[src/rtl/bp_cfg_init_sequencer.sv]
`default_nettype none
// ============================================================================
// Module   : bp_cfg_init_sequencer
// Brief    : Boot-time configuration master. Walks every core tile and issues
//            freeze-all, set core id, set CCE mode, unfreeze-all writes on the
//            config bus. Only one write is outstanding at a time, and each
//            write must be acked before the next one is sent.
// Revision : 1.0 - initial release
// ============================================================================
module bp_cfg_init_sequencer #(
  parameter int num_core_p       = 1,
  parameter int core_id_width_p  = 4,
  parameter int cfg_addr_width_p = 16,
  parameter int cfg_data_width_p = 64,
  parameter int cce_mode_p       = 0,
  parameter int timeout_p        = 1024
) (
  input  logic                        clk_i,
  input  logic                        reset_i,
  input  logic                        start_i,
  output logic                        busy_o,
  output logic                        done_o,
  output logic                        error_o,
  output logic                        cfg_v_o,
  input  logic                        cfg_ready_i,
  output logic [core_id_width_p-1:0]  cfg_core_o,
  output logic [cfg_addr_width_p-1:0] cfg_addr_o,
  output logic [cfg_data_width_p-1:0] cfg_data_o,
  input  logic                        cfg_ack_i
);

  localparam int cnt_width_lp = $clog2(timeout_p);

  localparam logic [1:0] state_idle_lc = 2'd0;
  localparam logic [1:0] state_send_lc = 2'd1;
  localparam logic [1:0] state_wait_lc = 2'd2;
  localparam logic [1:0] state_done_lc = 2'd3;

  localparam logic [1:0] phase_frz_lc   = 2'd0;
  localparam logic [1:0] phase_cid_lc   = 2'd1;
  localparam logic [1:0] phase_mode_lc  = 2'd2;
  localparam logic [1:0] phase_unfrz_lc = 2'd3;

  localparam logic [cfg_addr_width_p-1:0] addr_freeze_lc   = cfg_addr_width_p'(16'h0002);
  localparam logic [cfg_addr_width_p-1:0] addr_core_id_lc  = cfg_addr_width_p'(16'h0004);
  localparam logic [cfg_addr_width_p-1:0] addr_cce_mode_lc = cfg_addr_width_p'(16'h0008);

  localparam logic [core_id_width_p-1:0] last_core_lc    = core_id_width_p'(num_core_p - 1);
  localparam logic [cnt_width_lp-1:0]    timeout_last_lc = cnt_width_lp'(timeout_p - 1);

  logic [1:0]                 state_q, state_d;
  logic [1:0]                 phase_q, phase_d;
  logic [core_id_width_p-1:0] core_q,  core_d;
  logic [cnt_width_lp-1:0]    cnt_q,   cnt_d;
  logic                       error_q, error_d;
  logic                       last_core;

  assign last_core = (core_q == last_core_lc);

  // Next-state logic: sequence walk, ack handling and ack timeout.
  always_comb begin
    state_d = state_q;
    phase_d = phase_q;
    core_d  = core_q;
    cnt_d   = cnt_q;
    error_d = error_q;
    case (state_q)
      state_idle_lc, state_done_lc: begin
        if (start_i) begin
          state_d = state_send_lc;
          phase_d = phase_frz_lc;
          core_d  = '0;
          cnt_d   = '0;
          error_d = 1'b0;
        end
      end
      state_send_lc: begin
        // Payload is a function of phase/core, which stay frozen here, so it
        // remains stable until the bus takes it.
        if (cfg_ready_i) begin
          state_d = state_wait_lc;
          cnt_d   = '0;
        end
      end
      state_wait_lc: begin
        // An ack in the expiry cycle still counts as success.
        if (cfg_ack_i) begin
          cnt_d   = '0;
          state_d = state_send_lc;
          case (phase_q)
            phase_frz_lc: begin
              if (last_core) begin
                core_d  = '0;
                phase_d = phase_cid_lc;
              end else begin
                core_d = core_q + 1'b1;
              end
            end
            phase_cid_lc: begin
              phase_d = phase_mode_lc;
            end
            phase_mode_lc: begin
              if (last_core) begin
                core_d  = '0;
                phase_d = phase_unfrz_lc;
              end else begin
                core_d  = core_q + 1'b1;
                phase_d = phase_cid_lc;
              end
            end
            phase_unfrz_lc: begin
              if (last_core) begin
                core_d  = '0;
                state_d = state_done_lc;
              end else begin
                core_d = core_q + 1'b1;
              end
            end
          endcase
        end else if (cnt_q == timeout_last_lc) begin
          state_d = state_done_lc;
          error_d = 1'b1;
          cnt_d   = '0;
        end else begin
          cnt_d = cnt_q + 1'b1;
        end
      end
      default: state_d = state_idle_lc;
    endcase
  end

  // State registers with synchronous reset.
  always_ff @(posedge clk_i) begin
    if (reset_i) begin
      state_q <= state_idle_lc;
      phase_q <= phase_frz_lc;
      core_q  <= '0;
      cnt_q   <= '0;
      error_q <= 1'b0;
    end else begin
      state_q <= state_d;
      phase_q <= phase_d;
      core_q  <= core_d;
      cnt_q   <= cnt_d;
      error_q <= error_d;
    end
  end

  // Write payload, driven only while a write is being offered.
  always_comb begin
    cfg_core_o = '0;
    cfg_addr_o = '0;
    cfg_data_o = '0;
    if (state_q == state_send_lc) begin
      cfg_core_o = core_q;
      case (phase_q)
        phase_frz_lc: begin
          cfg_addr_o = addr_freeze_lc;
          cfg_data_o = cfg_data_width_p'(1);
        end
        phase_cid_lc: begin
          cfg_addr_o = addr_core_id_lc;
          cfg_data_o = cfg_data_width_p'(core_q);
        end
        phase_mode_lc: begin
          cfg_addr_o = addr_cce_mode_lc;
          cfg_data_o = cfg_data_width_p'(cce_mode_p);
        end
        phase_unfrz_lc: begin
          cfg_addr_o = addr_freeze_lc;
          cfg_data_o = '0;
        end
      endcase
    end
  end

  assign cfg_v_o = (state_q == state_send_lc);
  assign busy_o  = (state_q == state_send_lc) || (state_q == state_wait_lc);
  assign done_o  = (state_q == state_done_lc);
  assign error_o = error_q;

endmodule
`default_nettype wire

[config.mk]
export PLATFORM = sky130hd
export DESIGN_NAME = bp_cfg_init_sequencer
export DESIGN_NICKNAME = d
export VERILOG_FILES = /design/src/rtl/bp_cfg_init_sequencer.sv
export SDC_FILE = /design/constraint.sdc
export NUM_CORES = 1
export LEC_CHECK = 0
export CAP_MARGIN = 0
export CORE_MARGIN = 3
export CORE_UTILIZATION = 40
export DETAILED_ROUTE_END_ITERATION = 16
export PLACE_DENSITY_LB_ADDON = 0.12
export SLEW_MARGIN = 20
export SYNTH_ARGS = -nofsm -noshare
export SYNTH_HDL_FRONTEND = slang
export SYNTH_SLANG_ARGS = --single-unit
[constraint.sdc]
create_clock -name clk_i -period 2.3 [get_ports clk_i]
set_input_delay 0.46 -clock clk_i [delete_from_list [all_inputs] [get_ports clk_i]]
set_output_delay 0.46 -clock clk_i [all_outputs]
set_load 0.05 [all_outputs]
-- Word level (Yosys, flattened, before mapping)
Cells that the tools add are included.
- word-level logic and storage cells: 68
- output and inout bits: 88
- register bits: 19
- muxes and demuxes: 31
- reduce and logical (&&, ||, !) cells: 14
- $add $sub $neg: 2
- eq/ne operators: 16
- operators by type and width (kind ; count):
    $pmux W64 S3 ; 1
    $mux W64 ; 1
    $pmux W16 S3 ; 1
    $mux W10 ; 4
    $pmux W10 S3 ; 1
    $mux W4 ; 5
    $mux W2 ; 9
    $mux W16 ; 1
    $pmux W2 S3 ; 2
    $add A10 B1 Y10 const B ; 1
    $eq A10 B10 Y1 const B ; 1
    $ne A2 B2 Y1 const B ; 5
    $eq A2 B2 Y1 const B ; 4
    $pmux W4 S2 ; 1
    $reduce_and A4 Y1 ; 2
    $ne A3 B3 Y1 const B ; 2
    $reduce_or A2 Y1 ; 3
    $reduce_and A5 Y1 ; 1
    $add A4 B1 Y4 const B ; 1
    $eq A2 B1 Y1 const B ; 2
    $logic_not A2 Y1 ; 2
    $logic_not A4 Y1 ; 1
    $ne A4 B1 Y1 const B ; 1
    $pmux W2 S2 ; 1
    8 further kinds ; 10

-- Logic depth before layout (Yosys ltp)
Gate-level depths: netlist of the first run.
- depth after elaboration: 5
- mapped depth: 7
- depth with buffers taken out: 6

-- Worst setup path after synthesis of the first run
No wires, ideal clock.
- path type: reg-to-output
- start point: register state_q[1]
- end point: output port cfg_addr_o[1]
- setup slack: -0.037 ns
- required time: 1.840 ns
- data arrival time: 1.877 ns
- cell stages (with the launch flop): 5
- path buffers: 0
- path through: dfxtp_1 -> inv_1 -> ha_1 -> inv_1 -> nor2_1
- cells in the longest elaborated chain, start to end: 2
- RTL lines (item ; RTL line ; source):
    from (decl) ; 51 ; logic [1:0] state_q, state_d;
    from (signal assigned) ; 135 ; state_q <= state_idle_lc;
    from (signal assigned) ; 141 ; state_q <= state_d;
    $eq A2 B1 Y1 ; -- ;
    named net cfg_v_o ; 24 ; output logic cfg_v_o,
    $mux W16 ; 154 ; if (state_q == state_send_lc) begin
    to (decl) ; 27 ; output logic [cfg_addr_width_p-1:0] cfg_addr_o,
The timed path passes the listed nets, and every way through them passes these cells.

-- Final worst setup path of the first run
- start point: register phase_q[1]
- end point: output port cfg_data_o[0]
- cells in the longest elaborated chain, start to end: 4
- elaborated cells on any way between the ends: 7
- those cells by class: 3 x eq/ne; 2 x mux; 2 x reduce/logical
- RTL lines (item ; RTL line ; source):
    from (decl) ; 52 ; logic [1:0] phase_q, phase_d;
    from (signal assigned) ; 136 ; phase_q <= phase_frz_lc;
    from (signal assigned) ; 142 ; phase_q <= phase_d;
    $eq A2 B2 Y1 ; 156 ; case (phase_q)
    $reduce_or A2 Y1 (no line) ; -- ;
    $pmux W64 S3 (*) ; 156 ;
    $mux W64 (*) ; 154 ;
    to (decl) ; 28 ; output logic [cfg_data_width_p-1:0] cfg_data_o,
Mark *: on every way between the ends. The rest lies on a longest branch, timed or not. The select of a mux whose other input is x is not followed.

==> results of run 1 <==
-- kinds of logic (layout without fill, tap and decap cells) --
logic type | count (synthesis) | after routing | share of synthesized area
muxes | 4 | 4 | 0.0265
and+or+nand+nor | 71 | 71 | 0.228
adders and majority gates | 11 | 11 | 0.0767
other | 1 | 73 | 0.00209
buffers and inverters | 89 | 39 | 0.339
xor gates and xnor gates | 6 | 6 | 0.0293
DFF | 19 | 19 | 0.212
AOI/OAI and AO/OA | 25 | 25 | 0.0865
-- power breakdown --
| part | internal [mW] | leakage [nW] | switching, mW |
|---|---|---|---|
| combinational | 0.113 | 0.684 | 0.449 |
| clock | 0.120 | 0.0255 | 0.110 |
| sequential | 0.338 | 0.153 | 0.00948 |
| total | 0.572 | 0.863 | 0.568 |
-- registers in the layout (all words and copies together), names as in the netlist --
signal and cells:
cnt_q 10, core_q 4, phase_q 2, state_q 2, error_o 1
-- layer usage --
layer  track usage  up-vias  wire [um]
li1              -      665          -
met1         0.169      597       1510
met2         0.199       60       1530
met3        0.0289        2        247
met4        0.0410        0         21
met5             0        -          0
-- cells in the final DEF, fill, tap and decap left out, types with 8 or more instances in the layout --
master   count
buf_12       8
dfxtp_1     19
ha_1        10
nor2_1      17
conb_1      73
a21oi_1      8
buf_4        9
inv_1       12
-- path summary, 6_finish.rpt --
| path | from | endpoint | depth (start not counted) |
|---|---|---|---|
| max reg2reg | core_q[0] | phase_q[1] | 6 |
| max | phase_q[1] | cfg_data_o[0] | 6 |
| min reg2reg | error_o | error_o | 1 |
| min | error_o | error_o | 1 |
-- per-stage QoR --
stage          instances  TNS, ps  setup WS (ps)  area (um^2)  total power, mW
2_1_floorplan        298     -178          -36.9         2060            0.897
3_3_place_gp         294        0            224         1850            0.915
3_5_place_dp         294        0            215         1850            0.912
4_1_cts              298        0            136         1900             1.14
5_1_grt              298        0           15.6         1900             1.20
6_report             298        0            160         1900             1.14
-- final cells by class --
cell class                 instances  area [um^2]  share of cell area
inverter                          12         45.0              0.0237
timing repair buffer              23          288               0.151
clock buffer                       3         41.3              0.0217
clock inverter                     1         5.00             0.00263
tap                               50         62.6              0.0329
sequential                        19          380               0.200
multi-input combinational        190         1080               0.568
-- critical path, stage by stage (launching register included) --
cell,delay [ps]
dfxtp_1,380
inv_1,100
ha_1,300
nor3_1,220
a21oi_1,60
nor2_1,190
buf_12,170
==> out/qor.csv, run 1 <==
metric,value,unit
outcome,"complete, no violations",
Hold Buf Count CTS,0,
# Post-CTS Setup Buffers,0,
clock sink count,19,
synth cell count leaders,"buf_4, dfxtp_1, nor2_1",
Routed Antenna Nets,0,
Avg WL per Cell,11.1,um
synthesized flop and latch total,19,
period utilisation layout,0.931,
Worst R2R Setup Slack,250,ps
die area,0.00533,mm^2
"CTS clk-pin slew, worst paths",70,ps
TritonCTS buffer count,3,
H-tree depth,1,
net count of the finished layout,265,
"EDFF count, synth",0,
die span in x,73.0,um
P&R area growth vs syn,6.07,%
CTS tree,yes,
Starting Density,0.430,
Worst EP required,1840,ps
Port Buffers,19,
worst hold slack,470,ps
relative slew slack,0.646,
Least-Margin Pin Slew,528,ps
synth top area cells,"buf_4, dfxtp_1, ha_1, nor2_1, inv_1",
"Arr. time, crit path",1680,ps
# fillers,434,
post_cts resized,0,
endpoints failing hold,0,
Async SR Flop Fraction,0,
"Avg Cell Area, Syn",7.94,um^2
Max Root-Sink Buffers,2,
I/O Pins,93,
Clock Latency Late Sink,260,ps
iteration count of the initial detailed-routing pass,4,
ANT cells,0,
fmax,0.467,GHz
top cell type's share of synthesized area,0.305,
Max Cap Viol,0,
setup violators final,0,
"Top FF cell, synth",dfxtp_1,
"Seq/Total Area, Yosys",0.212,
leading area contributor after synthesis,buf_4,
DR iter-0 viols,73,
largest net degree at the start of global routing,16,
final core occ,0.456,
Residual DRC,0,
CP endpoint kind,output pin,
layout cells sized above 1,0.117,
"Min Clock Period, post-route",2140,ps
CP max FO,10,
VDD IR max,0.000259,V
Via density,4.44,
worst hold path type,reg2reg,
Ys Warns,0,
PD cells,599,mW/mm^2
top-count cell post-synth,buf_4,
core area,0.00417,mm^2
Post-Syn Instances,226,
Final Skew,5.94,ps
startpoint class of the critical path,flop,
number of global-route vias before repair,1173,
leak pwr,0.863,nW
DP HPWL,2620,um
row count,23,
kind of critical path,reg2out,
total grt overflow,0,
RSZ-0062 raised after global routing,false,
synth unique cells,42,
final wirelength,3310,um
Clock Tree Root,clkbuf_8,
synthesized area,0.00179,mm^2
Die Y,73.0,um
Global Route Usage Sum,0.126,
initial antenna violation count,0,
gpl congestion,0.828,
first-pass GRT wire length,5350,um
max-slew violation count,0,
overall via count from detail_route,1324,
(Power assumes the default switching activity.)
==> run 2: changes to the inputs <==
--- a/config.mk
+++ b/config.mk
@@ -7,7 +7,7 @@
 export LEC_CHECK = 0
 export CAP_MARGIN = 0
 export CORE_MARGIN = 3
-export CORE_UTILIZATION = 40
+export CORE_UTILIZATION = 25
 export DETAILED_ROUTE_END_ITERATION = 16
 export PLACE_DENSITY_LB_ADDON = 0.12
 export SLEW_MARGIN = 20
==> run 2 against run 1 <==
Effect of this change:
- critical path depth stayed put
- core utilization is 17 points lower
- clock power is 5% higher
- sequential share of layout area is 0.44 points lower
- fmax is 2.9% higher
- critical path type unchanged
- clock skew is 3.0 ps lower
- register-to-register slack worse by 20 ps
- global-route usage is 4.0 points lower
- hold slack better by 15 ps
- combinational power hardly changed
==> out/qor.csv, run 2 (synthesis gave the netlist of run 1 again) <==
metric,value,unit
met3 WL,297,um
core area,0.00687,mm^2
fmax,0.481,GHz
CP endpoint kind,output pin,
total grt overflow,0,
Largest Register,cnt_q,
RSZ-0062 raised after global routing,false,
Final Skew,2.93,ps
Buf/Inv on CP,2,
most frequent cells in the layout,"conb_1, dfxtp_1, nor2_1",
startpoint class of the critical path,flop,
CP cell instances,inv_1 > ha_1 > nor3_1 > a21oi_1 > nor2_1 > buf_12,
worst hold path type,reg2reg,
CP max FO,10,
"commonest non-fill, non-tap cell in the layout",conb_1,
I/O Pins,93,
final wirelength,3710,um
die area,0.00823,mm^2
Starting Density,0.261,
Top Layer Used,met4,
DP HPWL,3010,um
period utilisation layout,0.904,
CP top delay family,simple AND/OR/NAND/NOR gates,
row count,30,
VDD IR max,0.000369,V
Post-Layout Cell Count,344,
Clock Latency Late Sink,260,ps
relative slew slack,0.571,
Die Y,90.7,um
net count of the finished layout,265,
outcome,"complete, no violations",
setup violators final,0,
endpoints failing hold,0,
"CTS clk-pin slew, worst paths",80,ps
Max Root-Sink Buffers,2,
"Arr. time, crit path",1620,ps
reg2reg end,phase_q[1],
max-slew violation count,0,
"Min Clock Period, post-route",2080,ps
Worst R2R Setup Slack,230,ps
Worst R2R Start,core_q[1],
# fillers,766,
H-tree depth,1,
Least-Margin Pin Slew,642,ps
PD cells,592,mW/mm^2
Worst Reg-to-Reg Cells,6,
initial antenna violation count,0,
Final Cell Area,0.00195,mm^2
kind of critical path,reg2out,
gpl congestion,0.733,
hold endpoint,error_o,
Routed Antenna Nets,0,
leak pwr,0.860,nW
Global Route Usage Sum,0.0861,
hold_sp,error_o,
P&R area growth vs syn,8.44,%
die span in x,90.7,um
Residual DRC,0,
Levels on crit path,6,
Avg WL per Cell,10.8,um
TritonCTS buffer count,3,
max reg flops,10,
Clock Tree Root,clkbuf_8,
DR iter-0 viols,40,
clock sink count,19,
dpl cells,340,
first-pass GRT wire length,5910,um
largest net degree at the start of global routing,16,
Worst EP required,1840,ps
M1 WL,1690,um
Post-Place Cell Area,0.00190,mm^2
Max Cap Viol,0,
Via density,3.83,
biggest registers after layout,"cnt_q: 10 flops, core_q: 4 flops",
ANT cells,0,
iteration count of the initial detailed-routing pass,4,
CP peak stage delay,360,ps
layout cells sized above 1,0.113,
number of global-route vias before repair,1215,
overall via count from detail_route,1319,
CTS tree,yes,
# Post-CTS Setup Buffers,0,
met2 wire length,1670,um
Port Buffers,19,
Hold Path Depth,1,
"slowest stage cell, crit path",dfxtp_1,
==> run 2: cell type report <==
type                       instances  area, um^2  area share
clock buffer                       3        41.3      0.0212
clock inverter                     1        5.00     0.00257
inverter                          12        45.0      0.0232
multi-input combinational        190        1080       0.554
sequential                        19         380       0.195
tap                               96         120      0.0617
timing repair buffer              23         275       0.141
==> run 2: per-stage QoR <==
| stage | util | power (mW) | setup WS [ps] | hold WS (ps) | TNS (ps) |
|---|---|---|---|---|---|
| after floorplan | - | 0.897 | -36.9 | 453 | -178 |
| after global placement | 0.276 | 0.920 | 189 | 457 | 0 |
| after detailed placement | 0.276 | 0.915 | 190 | 483 | 0 |
| after CTS | 0.283 | 1.16 | 96.5 | 495 | 0 |
| after global routing | 0.283 | 1.21 | 9.36 | 506 | 0 |
| final | 0.283 | 1.15 | 220 | 484 | 0 |
==> run 2: worst max-delay path by stage <==
stage	start	endpoint	slack, ps
6_report	phase_q[1]	cfg_data_o[0]	220
3_3_place_gp	start_i	core_q[1]	190
5_1_grt	state_q[0]	cnt_q[9]	9
4_1_cts	state_q[1]	cfg_addr_o[1]	100
3_5_place_dp	start_i	core_q[1]	190
2_1_floorplan	state_q[1]	cfg_addr_o[1]	-40
==> run 2: repair_timing <==
action	in CTS	in global routing
resized for setup	0	1
hold buffers	0	0
setup endpoints to repair	0	6
==> run 2: power by group <==
part | total [mW] | internal [mW] | switching [mW]
clock | 0.241 | 0.121 | 0.121
combinational | 0.562 | 0.111 | 0.452
sequential | 0.348 | 0.338 | 0.00970
total | 1.15 | 0.569 | 0.582
==> run 2: layer usage <==
metal  track usage  vias up
met1         0.114      589
met3        0.0100        4
met4        0.0344        0
met2         0.141       66
li1              -      660
met5             0        -
==> run 3: changes to the inputs <==
--- a/config.mk
+++ b/config.mk
@@ -7,7 +7,7 @@
 export LEC_CHECK = 0
 export CAP_MARGIN = 0
 export CORE_MARGIN = 3
-export CORE_UTILIZATION = 25
+export CORE_UTILIZATION = 40
 export DETAILED_ROUTE_END_ITERATION = 16
 export PLACE_DENSITY_LB_ADDON = 0.12
 export SLEW_MARGIN = 20
==> results of run 3 <==
Same layout as run 1: the final DEF is identical, and so are final timing and power.
